===== src/rtl/tx_fifo.sv =====
// Transmit FIFO between the bus write port and the serial transmit engine.
// The count register drives full/empty/almost_full; overflow and underflow are sticky.
module tx_fifo #(
    parameter int DATA_WIDTH = 8,
    parameter int DEPTH      = 8,
    parameter int AF_THRESH  = 6
) (
    input  logic                       clk,
    input  logic                       rst_n,
    input  logic                       wr_en,
    input  logic [DATA_WIDTH-1:0]      wr_data,
    input  logic                       rd_en,
    output logic [DATA_WIDTH-1:0]      rd_data,
    output logic                       rd_valid,
    output logic                       full,
    output logic                       empty,
    output logic                       almost_full,
    output logic [$clog2(DEPTH):0]     count,
    output logic                       overflow,
    output logic                       underflow,
    input  logic                       clr_err
);

    localparam int AW = $clog2(DEPTH);
    localparam int CW = AW + 1;
    localparam logic [CW-1:0] DEPTH_C = CW'(DEPTH);
    localparam logic [CW-1:0] AF_C    = CW'(AF_THRESH);

    logic [DATA_WIDTH-1:0] mem_q [DEPTH];
    logic [AW-1:0]         wptr_q, wptr_d;
    logic [AW-1:0]         rptr_q, rptr_d;
    logic [CW-1:0]         count_q, count_d;
    logic [DATA_WIDTH-1:0] rd_data_q, rd_data_d;
    logic                  rd_valid_q, rd_valid_d;
    logic                  overflow_q, overflow_d;
    logic                  underflow_q, underflow_d;
    logic                  wr_acc, rd_acc;

    assign full        = (count_q == DEPTH_C);
    assign empty       = (count_q == '0);
    assign almost_full = (count_q >= AF_C);
    assign count       = count_q;
    assign rd_data     = rd_data_q;
    assign rd_valid    = rd_valid_q;
    assign overflow    = overflow_q;
    assign underflow   = underflow_q;

    // A pop is taken whenever the FIFO holds data; a push is taken when there is
    // room or when a same-cycle pop frees a slot. Rejected requests only set the
    // sticky error flags. A push into an empty FIFO is not forwarded that cycle.
    always_comb begin
        rd_acc      = rd_en && !empty;
        wr_acc      = wr_en && (!full || rd_acc);
        wptr_d      = wptr_q;
        rptr_d      = rptr_q;
        rd_data_d   = rd_data_q;
        rd_valid_d  = rd_acc;
        count_d     = count_q;
        if (wr_acc) begin
            wptr_d = wptr_q + 1'b1;
        end
        if (rd_acc) begin
            rptr_d    = rptr_q + 1'b1;
            rd_data_d = mem_q[rptr_q];
        end
        case ({wr_acc, rd_acc})
            2'b10:   count_d = count_q + 1'b1;
            2'b01:   count_d = count_q - 1'b1;
            default: count_d = count_q;
        endcase
        // A new error event outranks clr_err in the same cycle.
        overflow_d  = (overflow_q && !clr_err) || (wr_en && full && !rd_acc);
        underflow_d = (underflow_q && !clr_err) || (rd_en && empty);
    end

    always_ff @(posedge clk or negedge rst_n) begin
        if (!rst_n) begin
            wptr_q      <= '0;
            rptr_q      <= '0;
            count_q     <= '0;
            rd_data_q   <= '0;
            rd_valid_q  <= 1'b0;
            overflow_q  <= 1'b0;
            underflow_q <= 1'b0;
        end else begin
            wptr_q      <= wptr_d;
            rptr_q      <= rptr_d;
            count_q     <= count_d;
            rd_data_q   <= rd_data_d;
            rd_valid_q  <= rd_valid_d;
            overflow_q  <= overflow_d;
            underflow_q <= underflow_d;
        end
    end

    // Storage is deliberately left out of reset.
    always_ff @(posedge clk) begin
        if (wr_acc) begin
            mem_q[wptr_q] <= wr_data;
        end
    end

endmodule


===== config.mk =====
export PLATFORM = sky130hd
export DESIGN_NAME = tx_fifo
export DESIGN_NICKNAME = d
export VERILOG_FILES = /design/src/rtl/tx_fifo.sv
export SDC_FILE = /design/constraint.sdc
export NUM_CORES = 1
export LEC_CHECK = 0
export CAP_MARGIN = 5
export CORE_ASPECT_RATIO = 0.75
export CORE_MARGIN = 2
export CORE_UTILIZATION = 45
export CTS_CLUSTER_DIAMETER = 100
export DETAILED_ROUTE_END_ITERATION = 6
export HOLD_SLACK_MARGIN = 0.1
export PLACE_DENSITY = 0.67
export SYNTH_ARGS = -nofsm -noshare
export SYNTH_HDL_FRONTEND = slang
export SYNTH_SLANG_ARGS = --single-unit

===== constraint.sdc =====
create_clock -name clk -period 2.98 [get_ports clk]
set_input_delay 0.894 -clock clk [delete_from_list [all_inputs] [get_ports clk]]
set_output_delay 0.894 -clock clk [all_outputs]
set_load 0.005 [all_outputs]

==> impl_metrics.ini <==
[global_route]
grt_overflow_total = 0
antenna_found_initial = 0
grtUsageTotal = 0.186
grt_pass1_wl_mm = 11.4
grt_pass1_vias = 2056
grt_max_degree = 35

[hold_path]
min_from = rd_data[7]
hold_depth = 2
hold_path_end = rd_data[7]
min_path_type = reg -> reg

[setup_path]
criticalPathCategory = reg -> out
path_max_fanout = 5
cp-startpoint = count[0]
arrival_ns = 2.00
r2r_slack_ns = 0.68
ff2ff_path_depth = 7
required_ns = 2.09
cp-end-kind = output port
r2r_start = count[0]
critPathLaunchType = flip-flop
r2r-end = count[2]

[sta]
slew-limit-headroom = 0.274
rsz0062_at_grt = false
final.period_utilization = 0.973
hold_violations = 0
max_slew.worst_pin.slew_ns = 1.08
layout_min_cycle_time_ns = 2.90
skew_ns = 0.0108
finalMaxSlewViolations = 0
setup_tns_ns = 0
fmax_ghz = 0.345
setup_violations = 0
hold_slack_ns = 0.486

[floorplanning]
die-area_um2 = 8650
die_h_um = 81.0
core_um2 = 7780
die_x_um = 107
row_count = 28
pin_count = 31
initial_core_util = 0.458

[yosys]
synth_ff_type = edfxtp_1
synth_area_leaders = edfxtp_1 54%, dfrtp_1 15%, mux2_2 5.7%
syn-num-nets = 249
synth.most_common_cell = edfxtp_1
synthTopCellsByCount = 64 x edfxtp_1, 21 x dfrtp_1, 18 x mux2_2, 18 x mux2i_1, 15 x nand2_1
synth_edf_count = 64
synth_top_cell_area_share = 0.540
seq_area_frac_synth = 0.687
synthArstFlopShare = 0.247
synth_warnings = 0
syn_inst = 233
yosys.area.top_type = edfxtp_1
synth.cell_area_um2 = 3560
avgSynthCellArea_um2 = 15.3
ys_types = 42
ys_seq_elements = 85

[placement]
gp_congestion = 0.824
dp_hpwl_mm = 4.72
portBuffers = 30
dp.cells = 374

[routing]
drt-initial-drc-count = 124
drc = 0
wire_per_inst_um = 18.5
first_pass_iters = 4
routed_wl_mm = 7.25
ant_nets = 0
via_count = 2084
routed_via_density = 5.32

[clock_tree]
cts_buffers = 9
clkSlewWorstSetupHoldPaths_ns = 0.09
clockBufferDepth = 2
cts.htree.levels = 3
cts_tree = built
cts_sinks = 85
root_buffer = clkbuf_8
hold_buffers = 0
worstSkewPairLatency_ns = 0.36

[pwr]
max-vdd-ir-drop_mv = 0.383
power.leakage_nw = 1.55
power_density_nw_per_um2 = 901
finalPower_mw = 3.83

[final_layout]
fin_cells = 392
layout-drive-gt1-share = 0.213
diodes = 0
area_delta_synth_final_pct = 19.3
nets = 298

[flow_run]
maxCapViolations = 0

[outcome]
status = completed
-- through the flow --
| stage | setup slack (ns) | area [um^2] | util |
|---|---|---|---|
| 2_1_floorplan | 0.476 | 3560 | - |
| 3_3_place_gp | 0.144 | 4060 | 0.522 |
| 4_1_cts | 0.0659 | 4250 | 0.546 |
| 6_report | 0.0817 | 4250 | 0.546 |
| 5_1_grt | 0.0164 | 4250 | 0.546 |
| 3_5_place_dp | 0.113 | 4060 | 0.522 |
-- critical path, cell delays in order (launching register included) --
cell and delay [ns]:
dfrtp_2 0.45, or4_4 0.56, inv_2 0.12, clkdlybuf4s50_1 0.51
-- layout by cell type, fill, tap and decap left out, types with 2 or more instances in the layout --
master / count
nand2b_1: 4
xnor2_1: 4
clkinvlp_4: 2
nor2_1: 8
clkdlybuf4s50_1: 30
mux2i_1: 18
nor2b_1: 4
o22ai_1: 8
o31ai_1: 8
nand3_1: 3
ha_1: 3
inv_1: 6
dfrtp_2: 2
a22o_1: 8
o211ai_1: 4
nor3_1: 2
buf_4: 21
clkinv_4: 2
clkbuf_8: 9
dfrtp_1: 19
edfxtp_1: 64
o21ai_0: 4
mux2_2: 18
nand2_1: 15
-- per-layer routing --
metal	GRT usage	part of all wire
met1	0.264	0.48
met2	0.276	0.45
met3	0.0514	0.057
met4	0.0662	0.014
met5	0	0
-- report_power, final --
part	total, mW	internal (mW)	leakage (nW)	switching [mW]
sequential	1.70	1.55	0.835	0.156
clock	0.726	0.304	0.0832	0.422
combinational	1.40	0.700	0.632	0.702
total	3.83	2.55	1.55	1.28
-- area by class of cell --
type / count / area [um^2]
inverters: 7 / 26.3
multi-input cells: 128 / 1010
fillers: 642 / 3530
repair buffers: 51 / 458
clock buffers: 9 / 124
well taps: 105 / 131
clock inverters: 7 / 50.0
flip-flops and latches: 85 / 2450
-- logic make-up after synthesis --
logic type / synth area share
buf+inv: 0.0295
xor+xnor: 0.00984
fa+ha+maj: 0.0105
flops: 0.687
simple gates: 0.0601
compound gates: 0.0952
mux: 0.108
-- how the worst max path moves through the flow --
stage	slack, ns	end	cells past startpoint
finish	0.08	empty	3
global route	0.02	empty	3
CTS	0.07	empty	3
detailed placement	0.11	count[2]	7
global placement	0.14	count[2]	7
floorplan	0.48	count[2]	7
-- sequential cells by signal, summed over array words and instances, names as in the netlist --
name,cells
rd_data,8
rptr_q,3
count,4
overflow,1
rd_valid,1
wptr_q,3
mem_q,64
underflow,1
-- timing repair --
action	4_1_cts	5_1_grt
gates resized for setup	1	1
endpoints found under the setup margin	1	1
endpoints found under the hold margin	0	0
setup buffers	2	0
Power figures use the tool's default switching activity.
